### config.mk
export PLATFORM = sky130hd
export DESIGN_NAME = conv_window_acc
export DESIGN_NICKNAME = d
export VERILOG_FILES = /design/src/rtl/conv_pkg.sv /design/src/rtl/sat_add48.sv /design/src/rtl/conv_window_acc.sv
export SDC_FILE = /design/constraint.sdc
export NUM_CORES = 1
export LEC_CHECK = 0
export CORE_MARGIN = 4
export CORE_UTILIZATION = 34
export DETAILED_ROUTE_END_ITERATION = 16
export GPL_ROUTABILITY_DRIVEN = 0
export PLACE_DENSITY = 0.51
export SLEW_MARGIN = 20
export SYNTH_ARGS = -nofsm -noshare
export SYNTH_HDL_FRONTEND = slang
export SYNTH_SLANG_ARGS = --single-unit
### constraint.sdc
create_clock -name i_clk -period 4.6 [get_ports i_clk]
set_input_delay 0.46 -clock i_clk [delete_from_list [all_inputs] [get_ports i_clk]]
set_output_delay 0.46 -clock i_clk [all_outputs]
set_load 0.05 [all_outputs]
### src/rtl/conv_pkg.sv
// Shared types and constants for the convolution accumulate path.
// Latency: none (declarations only). Backpressure: not applicable.
// Saturation limits are used when CONV_ACC_SAT_EN is defined.
package conv_pkg;

    localparam int ACC_W          = 48;
    localparam int KERNEL_LEN_DEF = 9;

    typedef logic signed [ACC_W-1:0] acc_t;

    localparam acc_t ACC_MAX = {1'b0, {(ACC_W-1){1'b1}}};
    localparam acc_t ACC_MIN = {1'b1, {(ACC_W-1){1'b0}}};

endpackage

### src/rtl/sat_add48.sv
// Purpose: combinational 48-bit signed add with overflow flag; clamps under CONV_ACC_SAT_EN.
// Latency: 0 cycles (pure combinational).
// Backpressure: none.
module sat_add48
    import conv_pkg::*;
(
    input  acc_t a,
    input  acc_t b,
    output acc_t sum,
    output logic ovf
);

    acc_t raw;

    assign raw = a + b;
    // Signed overflow: operands agree in sign but the result does not.
    assign ovf = (a[ACC_W-1] == b[ACC_W-1]) && (raw[ACC_W-1] != a[ACC_W-1]);

`ifdef CONV_ACC_SAT_EN
    assign sum = ovf ? (a[ACC_W-1] ? ACC_MIN : ACC_MAX) : raw;
`else
    assign sum = raw;
`endif

endmodule

### src/rtl/conv_window_acc.sv
// Purpose: sums KERNEL_LEN signed products per window into a 48-bit result strobe (CONV_ACC_SAT_EN: saturate + o_sat).
// Latency: o_en pulses 1 cycle after the last product of a window; one product per cycle.
// Backpressure: none; downstream always accepts, o_data is zero whenever o_en is low.
module conv_window_acc
    import conv_pkg::*;
#(
    parameter int KERNEL_LEN = KERNEL_LEN_DEF,
    parameter int PROD_W     = 32
)
(
    input  logic                     i_clk,
    input  logic                     i_rst_n,
    input  logic                     i_en,
    input  logic signed [PROD_W-1:0] i_data,
    input  logic                     i_clr,
    output logic                     o_en,
    output logic [ACC_W-1:0]         o_data,
`ifdef CONV_ACC_SAT_EN
    output logic                     o_sat,
`endif
    output logic                     o_busy
);

    localparam int CNT_W = (KERNEL_LEN > 1) ? $clog2(KERNEL_LEN) : 1;
    localparam logic [CNT_W-1:0] CNT_LAST = CNT_W'(KERNEL_LEN - 1);

    logic [CNT_W-1:0] cnt;
    acc_t             acc;
    acc_t             prod_ext;
    acc_t             add_base;
    acc_t             add_sum;
    acc_t             next_acc;
    logic             add_ovf;
    logic             last_tap;

    assign prod_ext = acc_t'(i_data);
    // The first tap restarts the window, so the stale sum never needs a clear cycle.
    assign add_base = (cnt == '0) ? '0 : acc;
    assign last_tap = (cnt == CNT_LAST);
    assign o_busy   = (cnt != '0);

    sat_add48 u_add (
        .a   (add_base),
        .b   (prod_ext),
        .sum (add_sum),
        .ovf (add_ovf)
    );

`ifdef CONV_ACC_SAT_EN
    logic sat_win;
    logic next_sat;

    // Once a window has clamped, hold the clamp value until the window completes.
    always_comb begin
        next_acc = add_sum;
        next_sat = add_ovf;
        if ((cnt != '0) && sat_win) begin
            next_acc = acc;
            next_sat = 1'b1;
        end
    end

    always_ff @(posedge i_clk or negedge i_rst_n) begin
        if (!i_rst_n) begin
            sat_win <= 1'b0;
            o_sat   <= 1'b0;
        end else begin
            o_sat <= 1'b0;
            if (i_clr) begin
                sat_win <= 1'b0;
            end else if (i_en) begin
                sat_win <= next_sat;
                if (last_tap) begin
                    o_sat <= next_sat;
                end
            end
        end
    end
`else
    logic unused_ovf;

    assign unused_ovf = add_ovf;
    assign next_acc   = add_sum;
`endif

    always_ff @(posedge i_clk or negedge i_rst_n) begin
        if (!i_rst_n) begin
            cnt    <= '0;
            acc    <= '0;
            o_en   <= 1'b0;
            o_data <= '0;
        end else begin
            o_en   <= 1'b0;
            o_data <= '0;
            if (i_clr) begin
                cnt <= '0;
                acc <= '0;
            end else if (i_en) begin
                acc <= next_acc;
                if (last_tap) begin
                    cnt    <= '0;
                    o_en   <= 1'b1;
                    o_data <= next_acc;
                end else begin
                    cnt <= cnt + CNT_W'(1);
                end
            end
        end
    end

endmodule
# Word-level counts from Yosys, hierarchy flattened
# Index checks and enable logic that the tools add are counted.
# op_classes
addsub	2
mul	0
n_div	0
n_lt_le_gt_ge	0
n_eq_ne	1
n_shift	0
mux	12
bitwise_logic	0
reduce_logical	3
# op_table
op	n
48-bit two-way mux	6
48-bit by 32-bit adder with 48-bit output	1
4-bit two-way mux	3
4-bit by 1-bit adder with 4-bit output (second input constant)	1
4-bit == test (second input constant)	1
4-bit logical NOT	1
4-bit nonzero test	1
1-bit two-way mux	3
2-bit nonzero test	1
# totals
ff_bits	101
latch_bits	0
ram_bits	0
mem_bits_ro	0
input_bits	36
output_inout_bits	50
wordCells	22
n_memories	0

# Logic depth before layout (Yosys ltp)
# Gate-level depths: netlist of run 1.
# depth
ltp_word	6
ltp_mapped	19
mapped_depth_nobuf	16

# Hierarchy
# From an unflattened synthesis of run 1, not the netlist that was laid out.
# unflattened
cells_unflattened	752
area_unflattened_um2	6935.4
# modules_own_cells
module	n_inst	cells_each	area_each_um2	seq_area_each_um2
conv_window_acc	1	338	4045.1	2527.4
sat_add48	1	414	2890.3	0.0

# Least setup slack after synthesis of run 1
# Ideal clock, no wire load.
# synth_timing
path_kind	reg-to-reg
from	register cnt[0]
to	register acc[47]
setup_ns	0.065
t_arrival_ns	4.065
required_ns	4.535
setup_slack_ns	0.470
path_stages_with_launch	19
path_buffers	3
synth_period_minus_slack_ns	4.130
cell_sequence	dfrtp_1 -> inv_1 -> ha_1 -> and2_1 -> clkbuf_1 -> inv_1 -> clkbuf_1 -> clkbuf_1 -> and2_1 -> ha_1 -> a21o_1 -> a21o_1 -> a21o_1 -> a21oi_1 -> o2bb2ai_1 -> a311o_1 -> and2_4 -> a2111oi_4 -> a211o_1
# synth_between
elab_chain_cells	5
# synth_rtl
element	line	text
start, declared	conv_window_acc.sv:27	logic [CNT_W-1:0] cnt;
start signal, assigned	conv_window_acc.sv:105	cnt <= cnt + CNT_W'(1);
4-bit logical NOT	conv_window_acc.sv:38	assign add_base = (cnt == '0) ? '0 : acc;
48-bit two-way mux	conv_window_acc.sv:38	
48-bit by 32-bit adder with 48-bit output	sat_add48.sv:15	assign raw = a + b;
48-bit two-way mux	conv_window_acc.sv:98	end else if (i_en) begin
48-bit two-way mux	conv_window_acc.sv:95	if (i_clr) begin
end signal, assigned	conv_window_acc.sv:99	acc <= next_acc;
end, declared	conv_window_acc.sv:28	acc_t acc;
# No other way between the ends. The select of a mux whose other input is x is not followed.
# A chain may end at the register's enable or synchronous reset.

# Final worst setup path of run 1
# layout_timing
from	register cnt[0]
to	register o_data[47]
# layout_between
elab_chain_cells	6
word_cells_on_any_way	7
cone_classes	add/sub: 1; eq/ne: 1; mux: 4; reduce/logical: 1
# layout_rtl
element	line	text
4-bit logical NOT	conv_window_acc.sv:38	
48-bit two-way mux	conv_window_acc.sv:38	
48-bit by 32-bit adder with 48-bit output	sat_add48.sv:15	
48-bit two-way mux (*)	conv_window_acc.sv:100	if (last_tap) begin
48-bit two-way mux (*)	conv_window_acc.sv:98	
48-bit two-way mux (*)	conv_window_acc.sv:95	
end signal, assigned	conv_window_acc.sv:103	o_data <= next_acc;
end, declared	conv_window_acc.sv:17	output logic [ACC_W-1:0] o_data,
# Mark *: on every way between the ends. The rest lies on a longest branch, timed or not.

==> reports/qor.yml, run 1 <==
yosysSeqAreaShare_pct: 36.9
grt_use_total_pct: 17.5
drcViolationCount: 0
synth_edf_count: 0
finalWirelength_um: 19000
slew_viol_final: 0
cts_max_level: 3
async_flop_share_pct: 100
synthCells: 800
syn-num-nets: 886
use_met2_pct: 27.6
die-area_sq_um: 22500
crit_path_max_fanout: 13
fp-row-count: 51
synth_flop_cell: "dfrtp_1"
worstReg2RegStart: "cnt[0]$_DFFE_PN0P_"
yosysWarnings: 0
r2r_cells: 16
postRouteAntennaNets: 0
post-route-period-util_pct: 90.0
wl_per_cell_um: 16.8
top_usage_layer: "met2"
syn_avg_cell_area_sq_um: 8.57
rsz0062_at_grt: "false"
cts_tree: "done"
cts_sinks: 101
ir_worst_vdd_mv: 0.188
p_leak_nw: 3.90
grt_pass1_wl_um: 31200
hold_path_class: "primary input to async pin"
clkSlewWorstSetupHoldPaths_ps: 70
p_clk_share_pct: 35.5
dp_cells: 1119
io_buffer_count: 85
outcome: "finished clean"
p_int_mw: 1.56
nFillCells: 2020
placeableCoreArea_sq_um: 19700
io_pins: 86
required_ps: 4870
initial_core_util_pct: 34.9
timing.setup.tns_ps: 0
clk_latency_ps: 360
first_pass_iters: 5
grt_pass1_vias: 5868
p_per_area_nw_per_um2: 271
seqPwrFrac_pct: 42.0
crit_type: "flip-flop to flip-flop"
ys_types: 60
setup_viol: 0
synth-seq-cells: 101
start_kind: "flip-flop"
via_per_inst: 5.19
switching_share_pct: 30.4
drv_cap: 0
die_w_um: 150
antenna_found_initial: 0
hold_viol_final: 0
drive_above_1_share_pct: 4.60
slew_headroom_pct: 44.5
r2r_end: "o_data[47]$_DFF_PN0_"
die_y_um: 150
antennaDiodeCount: 0
syn_area_sq_um: 6850
grt_use_met1_pct: 24.6
clock_skew_ps: 11.3
power_frac_comb_pct: 22.4
mostFrequentLayoutCell: "nor2_1"
ff2ff_setup_slack_ps: 460
grt_max_degree: 63
worst_pin_slew_ps: 832
nets: 951
critical_path_arrival_ps: 4410
net-switching-power_mw: 0.680
cts-root-buf: "clkbuf_16"
clock_path_buffers: 2
fin_cells: 1135
fmax_mhz: 242
grt-ovfl-total: 0
postCtsSetupBuffers: 0
cts_buffers: 9
hpwl_um: 13800
endpoint_kind: "flip-flop"
grt_util_met3_pct: 2.67
vias: 5890
final_cell_mix: "nor2_1, dfrtp_1, clkdlybuf4s50_1"
finalCriticalPeriod_ps: 4140
drtIter0Drc: 314
syn_to_final_growth_pct: 20.7
what timing repair did:
| action | CTS | global route |
|---|---|---|
| endpoints found under the setup margin | 0 | 1 |
| gates resized for setup | 0 | 1 |
| hold endpoints to repair | 0 | 0 |
| hold buffers | 0 | 0 |
state kept, by name, indices dropped and copies added, names as in the netlist:
name,flops
acc,48
o_data,48
cnt,4
o_en,1
through the flow:
stage                     utilization, %  cell area [sq um]  total power, mW  setup WS, ps  hold slack, ps
after global routing                42.1               8270             2.37           127             239
after global placement              40.5               7960             1.46           493             473
after floorplan                        -               6850             1.30           470             164
after detailed placement            40.5               7960             1.46           455             504
after CTS                           42.0               8260             2.27           371             215
final                               42.1               8270             2.24           462             164
cell usage after synthesis, drive strengths merged (2+ instances only):
cell type  count  area (sq um)
dfrtp        101          2530
a21o          35           263
or4            2          15.0
ha            49           613
nor3          11          55.1
nand2         72           270
o211ai         6          45.0
clkinv         2          7.51
o221ai         3          26.3
and2          69           434
o311ai         3          33.8
a211oi         7          52.6
o21a          10          75.1
and3           6          37.5
or3            4          30.0
nor3b          4          30.0
nor4           2          12.5
and4           2          17.5
nor2         103           387
o21bai         8          60.1
xor2          22           193
o21ai         39           195
a22oi          3          22.5
a21boi         7          52.6
buf            8          35.0
a311o          2          20.0
a41o           2          20.0
clkbuf        36           135
nand3         21           105
or2            2          12.5
o22ai          3          18.8
xnor2         22           193
nand4         13          81.3
inv           23          86.3
o31ai          6          45.0
o2111ai        4          35.0
a211o          2          17.5
a21oi         51           255
nand3b         2          15.0
nor2b          4          25.0
a31oi          8          56.3
mux2i         10           100
critical path, stage by stage, from the launching register on:
cell,delay [ps]
dfrtp_1,400
inv_1,80
ha_1,220
and2_1,150
inv_1,310
buf_4,250
and2_1,140
ha_1,310
a21o_1,230
a31oi_1,260
a2bb2oi_2,200
nand4_1,210
a41o_1,290
a311o_1,410
and2_4,180
xnor2_1,170
mux2i_1,250
cell type report:
cell class | count | area [sq um] | area share [%]
clock inverter | 5 | 60.1 | 0.726
tap | 265 | 332 | 4.01
timing repair buffer | 98 | 946 | 11.4
multi-input combinational | 630 | 4070 | 49.2
inverter | 25 | 93.8 | 1.13
clock buffer | 11 | 243 | 2.94
sequential | 101 | 2530 | 30.6
power groups by stage:
stage                     registers [mW]  clock network (mW)  logic [mW]
final                              0.942               0.796       0.502
after global routing               0.946               0.857       0.562
after CTS                          0.942               0.824       0.506
after detailed placement           0.958                   0       0.503
after global placement             0.958                   0       0.498
after floorplan                    0.953                   0       0.344
cells by family after synthesis:
group | Yosys count | share of synthesized area [%]
AND/OR/NAND/NOR | 319 | 22.5
buffers and inverters | 69 | 3.85
flip-flops | 101 | 36.9
AO/OA/AOI/OAI | 206 | 20.3
XOR/XNOR | 44 | 5.62
multiplexers | 11 | 1.63
adder cells (fa/ha/maj) | 50 | 9.24
how the worst max path moves through the flow:
stage                                   from                   end  slack [ps]  cells after the start
after floorplan           cnt[0]$_DFFE_PN0P_   acc[47]$_DFFE_PN0P_         470                     18
after global placement    cnt[0]$_DFFE_PN0P_   acc[42]$_DFFE_PN0P_         490                     16
after detailed placement  cnt[0]$_DFFE_PN0P_   acc[42]$_DFFE_PN0P_         460                     16
after CTS                 cnt[0]$_DFFE_PN0P_   acc[42]$_DFFE_PN0P_         370                     16
after global routing      cnt[0]$_DFFE_PN0P_  o_data[43]$_DFF_PN0_         130                     16
final                     cnt[0]$_DFFE_PN0P_  o_data[47]$_DFF_PN0_         460                     16
per-layer routing:
| layer | wire length (um) | vias to the layer above | share of wire (%) |
|---|---|---|---|
| met1 | 9370 | 2829 | 49 |
| met5 | 0 | - | 0 |
| li1 | - | 2920 | - |
| met4 | 281 | 0 | 1.5 |
| met3 | 782 | 16 | 4.1 |
| met2 | 8590 | 125 | 45 |
Power figures use the tool's default switching activity.
==> inputs of run 2 (changes only) <==
--- a/config.mk
+++ b/config.mk
@@ -9,6 +9,7 @@
 export CORE_UTILIZATION = 34
 export DETAILED_ROUTE_END_ITERATION = 16
 export GPL_ROUTABILITY_DRIVEN = 0
+export HOLD_SLACK_MARGIN = 0.06
 export PLACE_DENSITY = 0.51
 export SLEW_MARGIN = 20
 export SYNTH_ARGS = -nofsm -noshare
==> results of run 2 <==
The final DEF is identical to that of run 1; final timing and power are the same.
